## src/rtl/arith_op_pkg.sv

```systemverilog
// Shared types for the arithmetic operation scheduler and its datapath.
package arith_op_pkg;

  typedef enum logic [1:0] {
    OP_ADDITION     = 2'b00,
    OP_SUBSTRACTION = 2'b01,
    OP_AND          = 2'b10,
    OP_OR           = 2'b11
  } op_options_e;

  typedef enum logic [1:0] {
    IDLE = 2'd0,
    EXEC = 2'd1,
    RESP = 2'd2
  } sched_state_e;

endpackage

```

## src/rtl/arith_operator.sv

```systemverilog
// Combinational shared arithmetic unit: wrapping add/sub and bitwise and/or.
module arith_operator
  import arith_op_pkg::*;
#(
  parameter int NB_DATA = 16,
  parameter int NB_SEL  = 2
) (
  input  logic [NB_DATA-1:0] i_data_a,
  input  logic [NB_DATA-1:0] i_data_b,
  input  logic [NB_SEL-1:0]  i_sel,
  output logic [NB_DATA-1:0] o_data
);

  always_comb begin
    o_data = '0;
    case (i_sel)
      NB_SEL'(OP_ADDITION):     o_data = i_data_a + i_data_b;
      NB_SEL'(OP_SUBSTRACTION): o_data = i_data_a - i_data_b;
      NB_SEL'(OP_AND):          o_data = i_data_a & i_data_b;
      NB_SEL'(OP_OR):           o_data = i_data_a | i_data_b;
      default:                  o_data = '0;
    endcase
  end

endmodule

```

## src/rtl/arith_rr_picker.sv

```systemverilog
// Round-robin priority search: first valid requester after the last grant, wrapping.
module arith_rr_picker
  import arith_op_pkg::*;
#(
  parameter int N_REQ = 4,
  parameter int NB_ID = 2
) (
  input  logic [N_REQ-1:0] i_valid,
  input  logic [NB_ID-1:0] i_last_grant,
  output logic [NB_ID-1:0] o_grant,
  output logic             o_grant_found
);

  int               cand_idx;
  logic [NB_ID-1:0] cand;

  always_comb begin
    o_grant       = '0;
    o_grant_found = 1'b0;
    cand_idx      = 0;
    cand          = '0;
    // The last granted requester is visited last, giving it lowest priority.
    for (int i = 1; i <= N_REQ; i++) begin
      cand_idx = (int'(i_last_grant) + i) % N_REQ;
      cand     = cand_idx[NB_ID-1:0];
      if (!o_grant_found && i_valid[cand]) begin
        o_grant       = cand;
        o_grant_found = 1'b1;
      end
    end
  end

endmodule

```

## src/rtl/arith_op_scheduler.sv

```systemverilog
// Shares one arith_operator among N_REQ requesters: round-robin grant,
// registered operands, registered result tagged with the requester ID.
module arith_op_scheduler
  import arith_op_pkg::*;
#(
  parameter  int NB_DATA = 16,
  parameter  int NB_SEL  = 2,
  parameter  int N_REQ   = 4,
  localparam int NB_ID   = $clog2(N_REQ)
) (
  input  logic                     i_clk,
  input  logic                     i_rst_n,
  input  logic [N_REQ-1:0]         i_req_valid,
  output logic [N_REQ-1:0]         o_req_ready,
  input  logic [N_REQ*NB_DATA-1:0] i_req_data_a,
  input  logic [N_REQ*NB_DATA-1:0] i_req_data_b,
  input  logic [N_REQ*NB_SEL-1:0]  i_req_sel,
  output logic                     o_rsp_valid,
  input  logic                     i_rsp_ready,
  output logic [NB_DATA-1:0]       o_rsp_data,
  output logic [NB_ID-1:0]         o_rsp_id
);

  sched_state_e     state_q, state_d;
  logic [NB_ID-1:0] last_grant_q, last_grant_d;
  logic [NB_DATA-1:0] a_q, a_d, b_q, b_d;
  logic [NB_SEL-1:0]  sel_q, sel_d;
  logic [NB_ID-1:0]   id_q, id_d;
  logic [NB_DATA-1:0] rsp_data_q, rsp_data_d;
  logic [NB_ID-1:0]   rsp_id_q, rsp_id_d;
  logic               rsp_valid_q, rsp_valid_d;

  logic [NB_ID-1:0]   grant;
  logic               grant_found;
  logic [NB_DATA-1:0] op_result;

  arith_rr_picker #(
    .N_REQ (N_REQ),
    .NB_ID (NB_ID)
  ) u_picker (
    .i_valid       (i_req_valid),
    .i_last_grant  (last_grant_q),
    .o_grant       (grant),
    .o_grant_found (grant_found)
  );

  arith_operator #(
    .NB_DATA (NB_DATA),
    .NB_SEL  (NB_SEL)
  ) u_operator (
    .i_data_a (a_q),
    .i_data_b (b_q),
    .i_sel    (sel_q),
    .o_data   (op_result)
  );

  always_comb begin
    state_d      = state_q;
    last_grant_d = last_grant_q;
    a_d          = a_q;
    b_d          = b_q;
    sel_d        = sel_q;
    id_d         = id_q;
    rsp_data_d   = rsp_data_q;
    rsp_id_d     = rsp_id_q;
    rsp_valid_d  = rsp_valid_q;
    o_req_ready  = '0;
    case (state_q)
      IDLE: begin
        // The picker only returns valid requesters, so ready implies the handshake.
        if (grant_found) begin
          o_req_ready  = N_REQ'(1) << grant;
          a_d          = i_req_data_a[int'(grant)*NB_DATA +: NB_DATA];
          b_d          = i_req_data_b[int'(grant)*NB_DATA +: NB_DATA];
          sel_d        = i_req_sel[int'(grant)*NB_SEL +: NB_SEL];
          id_d         = grant;
          last_grant_d = grant;
          state_d      = EXEC;
        end
      end
      EXEC: begin
        rsp_data_d  = op_result;
        rsp_id_d    = id_q;
        rsp_valid_d = 1'b1;
        state_d     = RESP;
      end
      RESP: begin
        if (i_rsp_ready) begin
          rsp_valid_d = 1'b0;
          state_d     = IDLE;
        end
      end
      default: state_d = IDLE;
    endcase
    if (!i_rst_n) o_req_ready = '0;
  end

  always_ff @(posedge i_clk) begin
    if (!i_rst_n) begin
      state_q      <= IDLE;
      last_grant_q <= NB_ID'(N_REQ - 1);
      a_q          <= '0;
      b_q          <= '0;
      sel_q        <= '0;
      id_q         <= '0;
      rsp_data_q   <= '0;
      rsp_id_q     <= '0;
      rsp_valid_q  <= 1'b0;
    end else begin
      state_q      <= state_d;
      last_grant_q <= last_grant_d;
      a_q          <= a_d;
      b_q          <= b_d;
      sel_q        <= sel_d;
      id_q         <= id_d;
      rsp_data_q   <= rsp_data_d;
      rsp_id_q     <= rsp_id_d;
      rsp_valid_q  <= rsp_valid_d;
    end
  end

  assign o_rsp_valid = rsp_valid_q;
  assign o_rsp_data  = rsp_data_q;
  assign o_rsp_id    = rsp_id_q;

endmodule

```

## config.mk

```make
export PLATFORM = sky130hd
export DESIGN_NAME = arith_op_scheduler
export DESIGN_NICKNAME = d
export VERILOG_FILES = /design/src/rtl/arith_op_pkg.sv /design/src/rtl/arith_operator.sv /design/src/rtl/arith_rr_picker.sv /design/src/rtl/arith_op_scheduler.sv
export SDC_FILE = /design/constraint.sdc
export NUM_CORES = 1
export LEC_CHECK = 0
export ABC_AREA = 0
export ABC_CLOCK_PERIOD_IN_PS = 7250
export BUFFER_PORTS_ARGS = -buffer_cell sky130_fd_sc_hd__buf_2
export CAP_MARGIN = 20
export CORE_UTILIZATION = 54
export CTS_CLUSTER_SIZE = 28
export DETAILED_ROUTE_END_ITERATION = 10
export PLACE_DENSITY = 0.87
export SETUP_SLACK_MARGIN = 0.15
export SKIP_LAST_GASP = 1
export SLEW_MARGIN = 20
export SYNTH_ARGS = -nofsm -noshare
export SYNTH_HDL_FRONTEND = slang
export SYNTH_SLANG_ARGS = --single-unit
```

## constraint.sdc

```tcl
create_clock -name i_clk -period 7.25 [get_ports i_clk]
set_input_delay 1.45 -clock i_clk [delete_from_list [all_inputs] [get_ports i_clk]]
set_output_delay 1.45 -clock i_clk [all_outputs]
set_load 0.01 [all_outputs]
```

==> flow_summary.rst <==
.. list-table::
   :header-rows: 1

   * - Metric
     - Value
   * - Status
     - finished, final reports clean
   * - Buffers inserted during post-CTS setup optimization
     - 0
   * - Relative max-transition margin
     - about a third
   * - Top-Level Pins
     - about 170
   * - CTS buffer count
     - 9
   * - Width of the die
     - roughly 92 um
   * - Post-detailed-routing wire length
     - ~12000 um
   * - Number of synthesized register bits
     - between 50 and 60
   * - Depth of the worst hold-timing path
     - 2
   * - Number of instances resized during post-cts repair
     - 0
   * - Worst slew pin tran
     - about 1 ns
   * - Area share of the largest cell type after synthesis
     - between 20 and 30%
   * - Class of the most critical setup path
     - primary input to output pin
   * - Overall track demand over capacity in global routing
     - approximately 28%
   * - WL/cell
     - 14.9 um
   * - Remaining global-route overflow
     - 0
   * - DP Cell Count
     - 760
   * - Total DRC errors in the routed layout
     - 0
   * - Largest family of logic cells by synthesized area
     - compound AO/OA/AOI/OAI gates
   * - Logic depth of the worst register-to-register path
     - 11
   * - Critical-path maximum fanout
     - 37
   * - Adder-cell share of the synthesized area
     - under 10%
   * - Achievable Freq
     - between 0.2 and 0.25 GHz
   * - Final layout net count
     - roughly 830
   * - Clock slew at reported path FFs
     - 0.06 ns
   * - Dominant register cell in the synthesized netlist
     - sky130_fd_sc_hd__dfxtp_1
   * - Number of nets in the synthesized netlist
     - about 690
   * - H-tree levels
     - 3
   * - Category of the worst setup path capture point
     - output pin
   * - First-pass iteration count of the detailed router
     - 5
   * - Global placement routability congestion
     - 0.946
   * - Static Leak
     - roughly 2.6 nW
   * - Cell type contributing the most total cell area after synthesis
     - sky130_fd_sc_hd__dfxtp_1
   * - Required time worst endpoint
     - 5.80 ns
   * - Number of enable flip-flop cells after synthesis
     - 0
   * - Syn Area/Cell
     - between 8 and 9 um^2
   * - Mapped Cells
     - about 520
   * - Delay contributed by the slowest stage of the critical path
     - 0.47 ns
   * - Post-CTS Hold Buffers
     - 0
   * - Per-cell via count in the routed design
     - approximately 5.7
   * - CTS sink count
     - about 60
   * - Post-Route Hold Slack
     - about 0.46 ns
   * - Iteration-0 DRC count of the detailed router
     - between 200 and 250
   * - CP Launch Type
     - primary input
   * - Number of library cell types mapped by synthesis
     - 53
   * - Sequential cell area
     - ~0.0012 mm^2
   * - Synthesized cell area
     - between 0.004 and 0.005 mm^2
   * - Area share of and/or/nand/nor cells after synthesis
     - around 16%
   * - Biggest area contributors in the synthesized netlist
     - sky130_fd_sc_hd__dfxtp_1, sky130_fd_sc_hd__mux2i_1, sky130_fd_sc_hd__nand2_1, sky130_fd_sc_hd__a32o_1, sky130_fd_sc_hd__ha_1
   * - Final total negative setup slack
     - 0 ns
   * - Initial core utilization
     - ~56%
   * - Number of hold violations in the final report
     - 0
   * - Number of logic stages on the critical path including buffering
     - 7
   * - Pin count of the biggest net entering global routing
     - 65
   * - Critical path's most frequent cell
     - sky130_fd_sc_hd__buf_2
   * - Clock tree from TritonCTS
     - yes
   * - RSZ-0062 raised after global routing
     - false
   * - Standard cell core area
     - approximately 0.008 mm^2
   * - Path category of the worst min-delay check
     - flip-flop to flip-flop
   * - Worst supply voltage drop on vdd
     - 124 uV
   * - Most frequent cell after synthesis
     - sky130_fd_sc_hd__nand2_1
   * - Layout-stage area growth over the synthesis result
     - 22.6%
   * - Number of antenna repair diodes
     - 0
   * - Portion of netlist area occupied by mux cells
     - ~16%
   * - Global-route wire length before repair
     - 19000 um
   * - FP Rows
     - 32
   * - Reg2Reg Launch Point
     - sel_q[0]
   * - Arrival time at the worst endpoint
     - around 3.1 ns
   * - Final critical-path share of the clock period
     - 63.1%
   * - Later-pin clock latency in the skew report
     - 0.34 ns
   * - IO buf count
     - roughly 170
   * - Deepest clock path buffer count
     - 2
   * - Remaining antenna violation count after routing
     - 0
   * - Share of cells above drive strength 1
     - between 20 and 30%
   * - Y dimension of the die
     - between 90 and 100 um
   * - Via count
     - about 4500
   * - List of most frequent post-synthesis cells
     - sky130_fd_sc_hd__nand2_1, sky130_fd_sc_hd__mux2i_1, sky130_fd_sc_hd__dfxtp_1
   * - Initial antenna violation count
     - 0
   * - Filler Cell Count
     - roughly 690
   * - Launch point of the worst hold path
     - o_rsp_data[2]
   * - Max Transition Viols Final
     - 0
   * - Minimum clock period
     - roughly 4.6 ns
   * - Post-synthesis xor/xnor area fraction
     - approximately 5.2%
   * - Die footprint
     - 0.00848 mm^2
   * - Reported max-cap violation count
     - 0
   * - Launching element of the worst setup path
     - i_req_valid[3]
   * - Delay-heaviest family, CP
     - simple AND/OR/NAND/NOR gates
   * - Estimated wirelength of the detail-placed design
     - a little over 9000 um
   * - Worst path buffer plus inverter count
     - 3
   * - Share of the synthesized area in compound gates (AO/OA/AOI/OAI)
     - 21.6%
   * - Critical-path cell with the highest stage delay
     - sky130_fd_sc_hd__inv_2
   * - Total area of multi-input combinational cells
     - slightly below 0.003 mm^2
   * - # setup viols final
     - 0
   * - Share of async-settable or async-resettable flops after synthesis
     - 0%
   * - Min setup slack post-route
     - between 2 and 3 ns
   * - Via count of the first global-routing pass
     - ~4200
   * - Post-synthesis sequential area ratio
     - 27.0%
   * - Clk Tree Root Cell
     - sky130_fd_sc_hd__clkbuf_8
   * - Count of non-filler cells in the finished layout
     - between 700 and 800
   * - Worst-path cell chain
     - buf_2 -> nor4_1 -> nor3_2 -> nand2_1 -> inv_2 -> and3_1 -> buf_2
   * - Power per standard cell area
     - 277 mW/mm^2
   * - Max Clock Skew
     - roughly 0.0057 ns
   * - Worst-case setup slack after placement
     - roughly 2.5 ns
   * - Number of warnings printed during yosys synthesis
     - 0
[report_power, final]
part / switching (mW) / internal, mW
Sequential: 0.0692 / 0.381
Clock: 0.123 / 0.175
Combinational: 0.401 / 0.335
[through the flow]
step	utilization, %	area, um^2	power [mW]
6_report	68.8	5370	1.49
3_5_place_dp	66.3	5170	1.18
4_1_cts	68.8	5370	1.48
2_1_floorplan	-	4380	1.01
5_1_grt	68.8	5370	1.59
3_3_place_gp	66.2	5170	1.16
[cells by family after synthesis]
kind of cell | Yosys count
compound gates | 131
buf+inv | 46
flops | 59
mux | 71
simple gates | 162
fa+ha+maj | 29
xor+xnor | 26
[sequential cells by signal, indices dropped and copies added (netlist names)]
signal,flops
a_q,16
b_q,16
o_rsp_data,16
id_q,2
last_grant_q,2
o_rsp_id,2
sel_q,2
state_q,2
o_rsp_valid,1
[worst min-delay path, delay by kind of cell, from the launching register on]
family | cells | cell delay (ns)
compound gates | 1 | 0.06
simple gates | 1 | 0.05
flops | 1 | 0.31
[final timing paths]
kind                                  endpoint  slack (ns)
worst max-delay path            o_req_ready[2]        2.67
worst min-delay path             o_rsp_data[2]        0.46
worst max register to register  o_rsp_data[12]        3.42
worst min register to register   o_rsp_data[2]        0.46
[layout make-up]
class	count	share of cell area, %
well taps	102	2.38
repair buffers	169	15.9
flip-flops and latches	59	22.0
clock inverters	2	0.652
multi-input cells	419	55.3
inverters	11	0.769
clock buffers	13	2.96
[cells in the final DEF (no fill, tap or decap), drive strengths merged, types with 16 or more instances in the layout]
cell	netlist	routed
xnor2	16	16
a32o	34	34
buf	14	169
o21ai	27	27
dfxtp	59	59
a21oi	31	31
mux2i	69	69
nor2	24	24
ha	18	18
nand2	99	99
[layer usage]
metal / share of wire (%) / track usage (%)
met1: 44 / 34.0
met2: 48 / 48.5
met3: 5.4 / 5.39
met4: 2.4 / 10.3
met5: 0 / 0
(Power assumes the default switching activity.)
